**config.mk**
```make
export PLATFORM = sky130hd
export DESIGN_NAME = pwm_gen
export DESIGN_NICKNAME = d
export VERILOG_FILES = /design/src/rtl/pwm_pkg.sv /design/src/rtl/pwm_deadtime.sv /design/src/rtl/pwm_gen.sv
export SDC_FILE = /design/constraint.sdc
export NUM_CORES = 1
export LEC_CHECK = 0
export CORE_MARGIN = 4
export CORE_UTILIZATION = 49
export DETAILED_ROUTE_END_ITERATION = 8
export GPL_ROUTABILITY_DRIVEN = 1
export PLACE_DENSITY = 0.8
export SLEW_MARGIN = 20
export SYNTH_ARGS = -nofsm -noshare
export SYNTH_HDL_FRONTEND = slang
export SYNTH_HIERARCHICAL = 1
export SYNTH_SLANG_ARGS = --single-unit
```
**constraint.sdc**
```tcl
create_clock -name clk -period 4.45 [get_ports clk]
set_clock_uncertainty 0.2 [all_clocks]
set_input_delay 0.6675 -clock clk [delete_from_list [all_inputs] [get_ports clk]]
set_output_delay 0.6675 -clock clk [all_outputs]
set_load 0.03 [all_outputs]
```
**src/rtl/pwm_pkg.sv**
```systemverilog
// -----------------------------------------------------------------------------
// pwm_pkg
//   Shared definitions for the PWM output stage:
//     - default widths for the counter/compare path and the dead-time counter
//     - encodings of the `functions` alignment-mode field
//     - state encoding of the complementary-output dead-time FSM
// -----------------------------------------------------------------------------
package pwm_pkg;

  localparam int CNT_W_DEF = 16;
  localparam int DT_W_DEF  = 8;

  typedef enum logic [1:0] {
    FUNC_LEFT  = 2'b00,
    FUNC_RIGHT = 2'b01,
    FUNC_RANGE = 2'b10,
    FUNC_RSVD  = 2'b11
  } func_e;

  typedef enum logic [2:0] {
    ST_IDLE  = 3'd0,
    ST_HI    = 3'd1,
    ST_DT_LO = 3'd2,
    ST_LO    = 3'd3,
    ST_DT_HI = 3'd4
  } dt_state_e;

endpackage

```
**src/rtl/pwm_deadtime.sv**
```systemverilog
// -----------------------------------------------------------------------------
// pwm_deadtime
//   Turns the combinational raw PWM level into a complementary output pair
//   with a programmable dead band on every transition. Outputs decode only
//   from the state register, so they are glitch-free and lag `raw` by 1 clk.
//
// Ports:
//   clk, rst_n  - clock, asynchronous active-low reset
//   raw         - raw PWM level for this cycle (already 0 when disabled)
//   pwm_en      - output enable; 0 parks the FSM in IDLE (outputs 00)
//   dead_time   - dead-band length in clk cycles, sampled at band entry
//   pwm_out     - main output
//   pwm_out_n   - complementary output
// -----------------------------------------------------------------------------
module pwm_deadtime
  import pwm_pkg::*;
#(
  parameter int DT_W = DT_W_DEF
) (
  input  logic            clk,
  input  logic            rst_n,
  input  logic            raw,
  input  logic            pwm_en,
  input  logic [DT_W-1:0] dead_time,
  output logic            pwm_out,
  output logic            pwm_out_n
);

  dt_state_e       state_q, state_d;
  logic [DT_W-1:0] dt_cnt;
  logic            dt_load;
  logic            in_band;

  assign in_band = (state_q == ST_DT_LO) || (state_q == ST_DT_HI);

  // NOTE: sequential state uses non-blocking assignments so every register
  // samples pre-edge values regardless of process ordering.
  always_ff @(posedge clk or negedge rst_n) begin
    if (!rst_n) begin
      state_q <= ST_IDLE;
    end else begin
      state_q <= state_d;
    end
  end

  // dt_cnt is loaded with dead_time on band entry and then counts down; the
  // band ends on the clk where it would reach 0, giving exactly dead_time
  // cycles of 00.
  always_ff @(posedge clk or negedge rst_n) begin
    if (!rst_n) begin
      dt_cnt <= '0;
    end else if (dt_load) begin
      dt_cnt <= dead_time;
    end else if (in_band && (dt_cnt != '0)) begin
      dt_cnt <= dt_cnt - DT_W'(1);
    end
  end

  // NOTE: every signal assigned in always_comb gets a default first so no
  // path leaves it unassigned (which would infer a latch).
  always_comb begin
    state_d = state_q;
    dt_load = 1'b0;
    if (!pwm_en) begin
      state_d = ST_IDLE;
    end else begin
      case (state_q)
        ST_IDLE: state_d = raw ? ST_HI : ST_LO;
        ST_HI: begin
          if (!raw) begin
            if (dead_time == '0) begin
              state_d = ST_LO;
            end else begin
              state_d = ST_DT_LO;
              dt_load = 1'b1;
            end
          end
        end
        ST_DT_LO: begin
          // raw back high inside the band: return to HI without a pulse.
          if (raw)                       state_d = ST_HI;
          else if (dt_cnt <= DT_W'(1))   state_d = ST_LO;
        end
        ST_LO: begin
          if (raw) begin
            if (dead_time == '0) begin
              state_d = ST_HI;
            end else begin
              state_d = ST_DT_HI;
              dt_load = 1'b1;
            end
          end
        end
        ST_DT_HI: begin
          if (!raw)                      state_d = ST_LO;
          else if (dt_cnt <= DT_W'(1))   state_d = ST_HI;
        end
        default: state_d = ST_IDLE;
      endcase
    end
  end

  always_comb begin
    pwm_out   = 1'b0;
    pwm_out_n = 1'b0;
    case (state_q)
      ST_HI:   pwm_out   = 1'b1;
      ST_LO:   pwm_out_n = 1'b1;
      default: ;
    endcase
  end

endmodule

```
**src/rtl/pwm_gen.sv**
```systemverilog
// -----------------------------------------------------------------------------
// pwm_gen
//   PWM output stage. Compares the live counter value against shadowed
//   compare thresholds in one of four alignment modes and produces a
//   registered PWM waveform plus a complementary output.
//
//   Build option: define PWM_DEADTIME_EN to compile in the dead-time FSM
//   (pwm_deadtime); otherwise pwm_out_n is simply the enabled complement.
//
// Ports:
//   clk, rst_n   - clock, asynchronous active-low reset
//   pwm_en       - output enable
//   functions    - alignment mode (left / right / range / reserved)
//   compare1/2   - compare thresholds (compare2 used in range mode only)
//   dead_time    - dead-band length in clk cycles (dead-time build only)
//   counter_val  - live count from the period counter
//   pwm_out      - main PWM output
//   pwm_out_n    - complementary PWM output
// -----------------------------------------------------------------------------
module pwm_gen
  import pwm_pkg::*;
#(
  parameter int CNT_W = CNT_W_DEF,
  parameter int DT_W  = DT_W_DEF
) (
  input  logic             clk,
  input  logic             rst_n,
  input  logic             pwm_en,
  input  logic [1:0]       functions,
  input  logic [CNT_W-1:0] compare1,
  input  logic [CNT_W-1:0] compare2,
  input  logic [DT_W-1:0]  dead_time,
  input  logic [CNT_W-1:0] counter_val,
  output logic             pwm_out,
  output logic             pwm_out_n
);

  logic [CNT_W-1:0] prev_val;
  logic [CNT_W-1:0] sh_cmp1, sh_cmp2;
  func_e            sh_func;

  logic             cycle_start;
  logic             sh_load;
  logic [CNT_W-1:0] cmp1_eff, cmp2_eff;
  func_e            func_eff;
  logic             raw;

  // Edge-detect the wrap to zero: a prescaled counter holds 0 for several
  // clks, and a zero period never leaves 0, so only the transition counts.
  assign cycle_start = (counter_val == '0) && (prev_val != '0);
  assign sh_load     = !pwm_en || cycle_start;

  // On the loading cycle compare against the incoming values so the new
  // period starts with its own configuration rather than the stale one.
  assign cmp1_eff = sh_load ? compare1 : sh_cmp1;
  assign cmp2_eff = sh_load ? compare2 : sh_cmp2;
  assign func_eff = sh_load ? func_e'(functions) : sh_func;

  always_ff @(posedge clk or negedge rst_n) begin
    if (!rst_n) begin
      prev_val <= '0;
      sh_cmp1  <= '0;
      sh_cmp2  <= '0;
      sh_func  <= FUNC_LEFT;
    end else begin
      prev_val <= counter_val;
      if (sh_load) begin
        sh_cmp1 <= compare1;
        sh_cmp2 <= compare2;
        sh_func <= func_e'(functions);
      end
    end
  end

  always_comb begin
    raw = 1'b0;
    if (pwm_en) begin
      case (func_eff)
        FUNC_LEFT:  raw = counter_val < cmp1_eff;
        FUNC_RIGHT: raw = counter_val >= cmp1_eff;
        FUNC_RANGE: raw = (counter_val >= cmp1_eff) && (counter_val < cmp2_eff);
        default:    raw = 1'b0;
      endcase
    end
  end

`ifdef PWM_DEADTIME_EN
  pwm_deadtime #(
    .DT_W (DT_W)
  ) u_deadtime (
    .clk       (clk),
    .rst_n     (rst_n),
    .raw       (raw),
    .pwm_en    (pwm_en),
    .dead_time (dead_time),
    .pwm_out   (pwm_out),
    .pwm_out_n (pwm_out_n)
  );
`else
  // dead_time has no function in this build.
  logic unused_dead_time;
  assign unused_dead_time = ^dead_time;

  always_ff @(posedge clk or negedge rst_n) begin
    if (!rst_n) begin
      pwm_out   <= 1'b0;
      pwm_out_n <= 1'b0;
    end else begin
      pwm_out   <= raw;
      pwm_out_n <= pwm_en && !raw;
    end
  end
`endif

endmodule
```
==> parameters.txt <==
Parameter                              Value

Outcome
  Run status ... completed

Clock network
  Level count of the clock H-tree ... 2
  Deepest clock path buffer count ... 2
  Number of buffers added for setup after CTS ... 0
  Clk sink count ... 52
  Clock-pin slew of the registers on the worst-case setup and hold paths ... 90 ps
  Clock Tree Root ... sky130_fd_sc_hd__clkbuf_8
  TritonCTS clock tree ... yes
  TritonCTS Buffers ... 5
  Count of hold-fix buffers inserted at cts ... 0
  Number of instances resized during post-cts repair ... 0
  Clock latency at the later pin of the worst-skew pair ... 300 ps

Layout
  Area Growth Syn to Fin ... 34.5%
  Final net count ... 396
  Proportion of layout cells with a drive suffix above 1 ... 12.8%
  Count of placed standard cells in the final layout, fillers left out ... 375
  Number of fill cells ... 421
  Antenna diode count ... 0
  Most frequent cells in the layout ... sky130_fd_sc_hd__clkdlybuf4s50_1 (53), sky130_fd_sc_hd__dfrtp_1 (52), sky130_fd_sc_hd__inv_1 (33)
  Commonest non-fill, non-tap cell in the layout ... sky130_fd_sc_hd__clkdlybuf4s50_1
  Core Util, Final ... 68.2%
  Post-route cell area ... 3480 um^2

Drt
  Number of detailed-route iterations in the first pass ... 4
  Remaining routing DRC violations ... 0
  Post-route antenna net violation count ... 0
  Via density per instance ... 5.22
  Drt initial violations ... 66
  Number of vias in the routed layout ... 1957
  Total routed wirelength ... 6.17 mm
  Average wire length per cell after detail routing ... 16.4 um

Critical path
  Worst endpoint data arrival time ... 4150 ps
  Endpoint type of the worst setup path ... register
  Type of origin of the critical path ... primary input
  CP Max Fanout ... 10
  Critical Setup Path Class ... in -> reg
  Required time of the critical path ... 4450 ps

Synthesis
  Top post-synthesis cells by area ... sky130_fd_sc_hd__dfrtp_1 (50%), sky130_fd_sc_hd__ha_1 (15%), sky130_fd_sc_hd__mux2i_1 (11%), sky130_fd_sc_hd__inv_1 (4.8%), sky130_fd_sc_hd__mux2_2 (2.2%)
  Syn_area_per_cell ... 11.6 um^2
  Area share of the leading cell type in the synthesized netlist ... 50.3%
  Seq cells post-synth ... 52
  Syn Std Cell Area ... 2590 um^2
  Number of warnings reported in the yosys synthesis log ... 6
  Fraction of the yosys area taken by sequential cells ... 50.3%
  Number of unique standard cell types used by synthesis ... 31
  Most area-hungry cell type in the Yosys netlist ... sky130_fd_sc_hd__dfrtp_1
  Number of instances in the synthesized netlist ... 223
  Syn_nets ... 315

Placed design
  GP Congestion ... 0.873
  Placed Cells ... 367
  Area after DPL ... 3390 um^2
  Post-placement worst setup slack ... 13.3 ps
  Port Buffers ... 54
  Detail Placement HPWL ... 4.94 mm

Global route
  Initial antenna violation count ... 0
  GR Util met3 ... 4.48%
  Met1 capacity usage during global routing ... 24.8%
  Met2 Track Usage GR ... 37.4%
  Largest net degree at the start of global routing ... 53
  Global route overflow ... 0
  Combined global-route utilization of all metal layers ... 21.0%
  Most used routing layer in global routing ... met2
  Number of global-route vias before repair ... 2092
  Global-route wire length before repair ... 10.1 mm

Run
  Maximum Capacitance Violations ... 0

Pwr
  Net switching share of the total power ... 27.6%
  Power per cell area ... 299 nW/um^2
  Sequential share of power ... 50.4%
  Fraction of power consumed by the clock network ... 25.5%
  Combinational share of power ... 24.0%
  Internal power ... 0.754 mW
  Static power due to leakage ... 1.73 nW
  Power spent charging and discharging nets ... 0.288 mW
  Worst voltage drop across the vdd grid ... 0.162 mV
  Total Power Consumption ... 1.04 mW

Timing
  Hold Vio Cnt, Final ... 0
  Worst-Margin Slew ... 646 ps
  Worst rel slew slack ... 56.9%
  Tcrit/Tclk final ... 93.4%
  Final setup violation count ... 0
  Fmax ... 0.241 GHz
  Crit path time final ... 4150 ps
  Number of pins exceeding their max-slew limit in the final report ... 0
  Post-Route Hold Slack ... 254 ps
  Post-Route Setup TNS ... 0 ps
  Final setup margin ... 296 ps
  Unrepaired setup endpoints after global routing ... no

Worst hold path
  Worst min-delay path class ... in -> async

Floorplan
  Io pins ... 63
  Std cell rows ... 26
  Full die area ... 6510 um^2
  Die Height ... 80.7 um
  Horizontal die dimension ... 80.7 um
  Starting density of the core ... 50.7%
  Core outline area ... 5110 um^2
cells by family after synthesis:
family                     after synthesis  synth area share, %
muxes                                   35                 14.0
DFF                                     52                 50.3
buffers and inverters                   37                 5.66
adders and majority gates               31                 15.0
and+or+nand+nor                         37                 7.64
AOI/OAI and AO/OA                       31                 7.45
layout make-up:
type                    instances  area, um^2  share of cell area (%)
clock buffers                   6        72.6                    2.08
well taps                      70        87.6                    2.52
clock inverters                 2        16.3                   0.467
flip-flops and latches         52        1300                    37.4
multi-input cells             134        1150                    33.1
repair buffers                 78         728                    20.9
inverters                      33         124                    3.56
layer usage:
| metal | vias to the layer above | part of all wire, % | wire length (um) |
|---|---|---|---|
| li1 | 940 | - | - |
| met1 | 949 | 41 | 2500 |
| met2 | 56 | 51 | 3130 |
| met3 | 12 | 6.3 | 390 |
| met4 | 0 | 2.4 | 146 |
| met5 | - | 0 | 0 |
sequential cells by signal, summed over array words and instances, names as in the netlist:
register,count
prev_val,16
sh_cmp1,16
sh_cmp2,16
sh_func,2
pwm_out,1
pwm_out_n,1
power by group through the flow:
stage	Sequential (mW)	Combinational, mW	Clock (mW)
after detailed placement	0.534	0.249	0
after global routing	0.529	0.282	0.298
after global placement	0.531	0.238	0
after floorplan	0.535	0.124	0
final	0.525	0.250	0.266
after CTS	0.525	0.253	0.274
critical path: stages:
cell and delay [ps]:
sky130_fd_sc_hd__clkdlybuf4s50_1 460, sky130_fd_sc_hd__nor4_1 350, sky130_fd_sc_hd__nand4_1 180, sky130_fd_sc_hd__o21ai_4 260
sky130_fd_sc_hd__buf_4 260, sky130_fd_sc_hd__buf_4 180, sky130_fd_sc_hd__mux2i_1 310, sky130_fd_sc_hd__ha_1 320
sky130_fd_sc_hd__a21oi_1 160, sky130_fd_sc_hd__a21boi_0 100, sky130_fd_sc_hd__o32ai_1 340, sky130_fd_sc_hd__nand2_1 100
sky130_fd_sc_hd__mux2_2 290, sky130_fd_sc_hd__and3_1 180
Yosys cell counts, drive strengths merged:
cell	n
a21o	4
a21boi	2
a21oi	11
a22o	1
a41o	1
o21a	2
mux2i	29
or3	1
and3	1
inv	33
nor4	9
a211oi	1
nand2	10
nand4	4
or4	1
nor2b	1
and4	2
o21ai	7
ha	31
mux2	6
nand3	2
o32ai	1
nor3	2
nor2	4
o211ai	1
dfrtp	52
clkbuf	3
buf	1
final timing paths:
| kind | startpoint | end | slack (ps) | cells after the start |
|---|---|---|---|---|
| worst max register to register | prev_val[1] | pwm_out | 870 | 13 |
| worst max-delay path | counter_val[7] | pwm_out | 300 | 14 |
| min in group clk | sh_cmp2[4] | sh_cmp2[4] | 290 | 2 |
| worst min register to register | sh_cmp2[4] | sh_cmp2[4] | 290 | 2 |
| worst min-delay path | rst_n | sh_cmp1[6] | 250 | 2 |
| max in group asynchronous | rst_n | sh_func[1] | 3350 | 2 |
Note: power is estimated with default switching activity, not from simulation.
